[config.mk]
export PLATFORM = sky130hd
export DESIGN_NAME = byte_burst_arbiter
export DESIGN_NICKNAME = d
export VERILOG_FILES = /design/src/rtl/byte_burst_arbiter.sv
export SDC_FILE = /design/constraint.sdc
export NUM_CORES = 1
export LEC_CHECK = 0
export ABC_AREA = 1
export BUFFER_PORTS_ARGS = -buffer_cell sky130_fd_sc_hd__buf_2
export CELL_PAD_IN_SITES_DETAIL_PLACEMENT = 0
export CELL_PAD_IN_SITES_GLOBAL_PLACEMENT = 2
export CORE_UTILIZATION = 27
export CTS_BUF_LIST = sky130_fd_sc_hd__clkbuf_8
export DETAILED_ROUTE_END_ITERATION = 8
export PLACE_DENSITY_LB_ADDON = 0.1
export SLEW_MARGIN = 20
export SYNTH_ARGS = -nofsm -noshare
export SYNTH_HDL_FRONTEND = slang
export SYNTH_SLANG_ARGS = --single-unit
[constraint.sdc]
create_clock -name clk -period 1.5 [get_ports clk]
set_clock_uncertainty 0.1 [all_clocks]
set_input_delay 0.075 -clock clk [delete_from_list [all_inputs] [get_ports clk]]
set_output_delay 0.075 -clock clk [all_outputs]
set_load 0.05 [all_outputs]
[src/rtl/byte_burst_arbiter.sv]
// rtl/byte_burst_arbiter.sv - two-producer byte arbiter with burst limit and registered output
// byte_selector is the shared datapath; the arbiter drives its select and registers its result.

module byte_selector (
   input  logic [7:0] a,
   input  logic [7:0] b,
   input  logic       sel,
   output logic [7:0] y
);
   assign y = sel ? b : a;
endmodule

module byte_burst_arbiter #(
   parameter int WIDTH     = 8,
   parameter int MAX_BURST = 4
) (
   input  logic             clk,
   input  logic             rst_n,
   input  logic             in0_valid,
   input  logic [WIDTH-1:0] in0_data,
   output logic             in0_ready,
   input  logic             in1_valid,
   input  logic [WIDTH-1:0] in1_data,
   output logic             in1_ready,
   output logic             out_valid,
   output logic [WIDTH-1:0] out_data,
   input  logic             out_ready,
   output logic             out_src,
   output logic             sel
);
   localparam logic [3:0] MAX_CNT = 4'(MAX_BURST);

   logic             last;
   logic [3:0]       burst_cnt;
   logic             load_en;
   logic             grant_vld;
   logic             grant;
   logic [WIDTH-1:0] sel_data;

   byte_selector u_byte_selector (
      .a   (in0_data),
      .b   (in1_data),
      .sel (sel),
      .y   (sel_data)
   );

   // grant defaults to last so sel keeps pointing at the previous owner when idle
   always_comb begin
      load_en   = !out_valid || out_ready;
      grant_vld = 1'b0;
      grant     = last;
      if (load_en) begin
         if (in0_valid && in1_valid) begin
            grant_vld = 1'b1;
            grant     = (burst_cnt < MAX_CNT) ? last : !last;
         end else if (in0_valid) begin
            grant_vld = 1'b1;
            grant     = 1'b0;
         end else if (in1_valid) begin
            grant_vld = 1'b1;
            grant     = 1'b1;
         end
      end
      sel       = grant;
      in0_ready = grant_vld && !grant;
      in1_ready = grant_vld && grant;
   end

   always_ff @(posedge clk or negedge rst_n) begin
      if (!rst_n) begin
         out_valid <= 1'b0;
         out_data  <= '0;
         out_src   <= 1'b0;
         last      <= 1'b0;
         burst_cnt <= 4'd0;
      end else if (load_en) begin
         if (grant_vld) begin
            out_data  <= sel_data;
            out_src   <= grant;
            out_valid <= 1'b1;
            if (grant == last && burst_cnt != 4'd0) begin
               if (burst_cnt < MAX_CNT)
                  burst_cnt <= burst_cnt + 4'd1;
            end else begin
               burst_cnt <= 4'd1;
               last      <= grant;
            end
         end else begin
            // an idle slot ends any burst in progress
            out_valid <= 1'b0;
            burst_cnt <= 4'd0;
         end
      end
   end
endmodule
* Yosys cells after proc, flatten, opt, wreduce, memory -nomap -nowiden
Index checks and enable logic that the tools add are counted.
** Word-level totals
- Memories :: 0
- Bits in read-only memories :: 0
- Logic and storage cells :: 36
- Bits of input ports :: 21
- Latch bits :: 0
- Flip-flop bits (word level) :: 15
- Memory bits (writable) :: 0
** Operators by class
- Bitwise operators :: 1
- Equality and inequality tests :: 2
- Multiplexer cells :: 14
- Reduce and logical (&&, ||, !) cells :: 12
- Shifts and indexed selects :: 0
- Divide/modulo/power cells :: 0
- Magnitude comparators :: 1
- Add/subtract/negate cells :: 1
- Multipliers :: 0
** Operators with widths (number)
- two-way mux 4 bit :: 3
- two-way mux 1 bit :: 10
- two-way mux 8 bit :: 1
- adder 4 x 1 -> 4 bit (second input constant) :: 1
- logical AND 1 bit :: 4
- < comparator 4 x 3 -> 1 bit (second input constant) :: 1
- AND reduction 2 bit :: 2
- nonzero test 4 bit :: 1
- logical NOT 1 bit :: 3
- inequality test 3 x 2 -> 1 bit (second input constant) :: 1
- AND reduction 3 bit :: 1
- equality test 1 bit :: 1
- logical OR 1 bit :: 1
- NOT 1 bit :: 1

* Logic depth before layout (Yosys ltp)
- Word-level depth :: 8
- Depth in mapped cells :: 9
- Depth with buffers taken out :: 9

* Cells and area by module
From an unflattened synthesis, not the netlist that was laid out.
** Second synthesis, totals
- Cells, all modules :: 113
- Area, all modules :: 844.6 µm²
** By module, submodules not included
- byte_burst_arbiter :: area each 739.5 µm², cells each 87, times used 1
- byte_selector :: area each 105.1 µm², cells each 26, times used 1

* Worst setup path before layout
OpenSTA, ideal clock, no wires.
- Path type :: reg-to-reg
- Start point :: register out_valid
- End point :: register out_data[0]
- Path buffers :: 0
- Path slack :: -0.333 ns
- Data arrival time :: 1.665 ns
- Required time :: 1.331 ns
- Cell stages (with the launch flop) :: 9
- Library setup time :: 0.069 ns
- Cells stage by stage :: dfrtp_1 -> inv_1 -> nor2_4 -> nor2_4 -> nand2_4 -> nand2_4 -> nor2_8 -> nand2_1 -> nand3_1
** Between the ends
- Word-level cells in the longest chain between the ends :: 4
** Ends and longest elaborated chain
- start, declared :: line 25 : output logic out_valid,
- start signal, assigned :: line 71 : out_valid <= 1'b0;
- start signal, assigned :: line 80 : out_valid <= 1'b1;
- start signal, assigned :: line 90 : out_valid <= 1'b0;
- logical NOT 1 bit :: line 49 : load_en = !out_valid || out_ready;
- logical OR 1 bit :: line 49
- two-way mux 1 bit :: line 52 : if (load_en) begin
- via sel :: line 29 : output logic sel
- two-way mux 8 bit :: line 10 : assign y = sel ? b : a;
- end signal, assigned :: line 78 : out_data <= sel_data;
- end, declared :: line 26 : output logic [WIDTH-1:0] out_data,
The timed path passes the listed nets, and every way through them passes these cells.
A chain may end at the register's enable or synchronous reset.

* Worst setup path in the final report
- Start point :: register out_valid
- End point :: output in1_ready
** Between the ends
- Word-level cells in the longest chain between the ends :: 4
** Ends and longest elaborated chain
- logical NOT 1 bit * :: line 49
- logical OR 1 bit * :: line 49
- two-way mux 1 bit :: line 52
- logical AND 1 bit * :: line 66 : in1_ready = grant_vld && grant;
- end, declared :: line 24 : output logic in1_ready,
Mark *: on every way between the ends. The rest lies on a longest branch, timed or not.

==> results.md <==
* Worst slew pin tran at 0.367 ns
* Gate power share at 48.9%
* DR iter-0 viols at 17
* Synth Area in Compound Gates at 5.34%
* Worst Path Max Fanout at 4
* Height of the die at 57.9 um
* Final setup viols at 7
* Final antenna-violating net count at 0
* Routed vias at 885
* Mapped Nets at 124
* Detailed Route WL at 2290 um
* CP Class: register to primary output
* Register area share after synthesis at 44.5%
* Post-synthesis register bit count at 15
* Worst hold path type: input pin to register
* Hold path startpoint: in0_valid
* WL/cell at 11.5 um
* Synth Area in XOR/XNOR at 0%
* Run status: complete, but fails checks
* Die area at 0.00335 sq mm
* Clock share of power at 19.8%
* Adder-cell area share of the yosys netlist at 2.97%
* Gr usage total at 15.8%
* FF-to-FF setup slack at -0.02 ns
* Sw Ratio at 43.3%
* Failing checks: design-rule violations, negative setup slack
* Vias in the first global route at 907
* Maximum vdd drop at 537 uV
* Mean Syn Cell Area at 8.35 sq um
* Slew Viols, Final at 0
* Via density per instance at 4.45
* CP Launch Type: register
* Final worst setup slack at -0.0656 ns
* Final critical-path share of the clock period at 104%
* TritonCTS Buffers at 3
* # rows at 19
* CP Capture Type: primary output
* Mapped cell area at 843 sq um
* Largest net degree at the start of global routing at 16
* Buffers on Ports at 33
* Sw Pwr at 722 uW
* Reg clk slew, reported paths at 0.07 ns
* Clock period minus worst slack at 1.57 ns
* Final hold vios at 0
* RR Startpoint: out_valid
* WHS at 0.0176 ns
* Core box area at 0.00285 sq mm
* Worst reg2reg path depth at 9
* Antenna violations before repair at 0
* First-pass GRT wire length at 3950 um
* P_leak at 0.000755 uW
* MaxCap Viol Count at 0
* Final setup TNS at -0.162 ns
* # H-tree levels at 1
* Reg2reg end: out_data[3]
* RSZ-0062 raised after global routing: true
* Syn. warnings at 0
* CTS tree: done
* Die X at 57.9 um
* Netlist cell types at 16
* Layout overhead on the synthesized area at 68.2%
* Root Buffer Master: clkbuf_8
* Power Density at 1180 mW/mm^2
* Nets at 192
* Starting density of the core at 29.6%
* Sequential power share at 31.4%
* Clk buf depth at 2
* Filler cells at 270
* Detailed Place HPWL at 1530 um
* Total grt overflow at 0
* Critical Path RT at 1.32 ns
* CTS Sinks at 15
* Final RePlAce weighted congestion at 0.705
* Rel. slew slack at 75.5%
* Syn Inst Count at 101
* Combinational family with the most area after synthesis: simple AND/OR/NAND/NOR gates
* Post-synthesis mux area share at 0%
* Simple-Gate Fraction of Synth Area at 40.4%
* Hold Path Stages at 3
* Drt drc at 1
* I/O pin cnt at 34
* End of the worst hold path: out_valid
* Diodes inserted at 0
* Skew-Pair Late Insertion Delay at 0.24 ns
* 1st-pass router iterations at 6
* Share of cells above drive strength 1 at 44.0%
* Internal at 948 uW
* Worst path arrival time at 1.39 ns
* F_max at 639 MHz
## kinds of logic after synthesis
kind of cell	count (synthesis)
AO/OA/AOI/OAI	4
adder cells (fa/ha/maj)	2
buffers and inverters	14
flip-flops	15
AND/OR/NAND/NOR	66
## cells in the mapped netlist, drive strengths merged
library cell | n | area, sq um
nor2 | 10 | 83.8
nand2 | 41 | 179
inv | 14 | 57.6
a21boi | 1 | 11.3
nand4 | 2 | 12.5
a21oi | 3 | 33.8
nand3 | 13 | 65.1
ha | 2 | 25.0
dfrtp | 15 | 375
## stage by stage
step | setup WS [ns] | total power (uW) | std cells | utilization [%] | cell area, sq um
6_report | -0.0656 | 1670 | 199 | 49.7 | 1420
5_1_grt | -0.136 | 1780 | 199 | 49.7 | 1420
4_1_cts | -0.0855 | 1660 | 198 | 48.4 | 1380
3_5_place_dp | 0.0129 | 1240 | 171 | 38.6 | 1100
3_3_place_gp | 0.0475 | 1240 | 171 | 38.6 | 1100
2_1_floorplan | -0.145 | 1040 | 101 | - | 853
## worst max-delay path, cell delays in order, from the launching register on
cell,delay [ns]
dfrtp_2,0.43
inv_2,0.07
nor2_4,0.05
nor2_4,0.14
clkinv_4,0.10
a21oi_4,0.17
buf_6,0.18
## cell type report
cell class                      count  area, sq um  area share (%)
Tap cell                           31         38.8            2.73
Multi-Input combinational cell     72          442            31.1
Clock buffer                        3         41.3            2.91
Clock inverter                      1         3.75           0.265
Timing Repair Buffer               63          459            32.4
Sequential cell                    15          377            26.5
Inverter                           14         57.6            4.06
## power groups by stage
stage	sequential (uW)	clock, uW	combinational, uW
after global placement	527	0	712
after CTS	524	344	792
after global routing	533	372	880
after detailed placement	529	0	714
after floorplan	761	0	282
final	524	330	816
## worst max path at each step
| stage | endpoint | cells after the start | start |
|---|---|---|---|
| global placement | in1_ready | 6 | out_valid |
| floorplan | out_data[0] | 8 | out_valid |
| detailed placement | in0_ready | 6 | burst_cnt[3] |
| CTS | in0_ready | 6 | burst_cnt[2] |
| global route | in1_ready | 6 | burst_cnt[2] |
| finish | in1_ready | 6 | out_valid |
## per-layer routing
metal / vias up / wire, um / global-route usage (%)
met1: 411 / 1090 / 20.7
li1: 448 / - / -
met5: - / 0 / 0
met3: 2 / 97 / 2.90
met2: 24 / 1100 / 26.8
met4: 0 / 13 / 4.08
## sequential cells by signal, indices dropped and copies added, names as in the netlist
name       cells
last           1
out_data       8
out_valid      1
out_src        1
burst_cnt      4
## what timing repair did
item / in CTS / in global routing
pin swaps: 6 / 6
hold buffers: 17 / 0
setup buffers: 6 / 2
hold endpoints to repair: 23 / 0
cloned: 0 / 0
endpoints found under the setup margin: 3 / 15
gates resized for setup: 6 / 12
## cells in the final DEF (no fill, tap or decap), types with 3 or more instances in the layout
cell type	Yosys	layout
nand2_2	1	6
nor2_1	5	5
buf_2	0	30
inv_1	12	11
clkbuf_8	0	3
nand2_1	37	32
inv_2	1	3
dfrtp_1	15	14
buf_4	0	13
dlygate4sd3_1	0	17
nor2_4	4	4
nand3_1	13	11
Note: power is estimated with default switching activity, not from simulation.
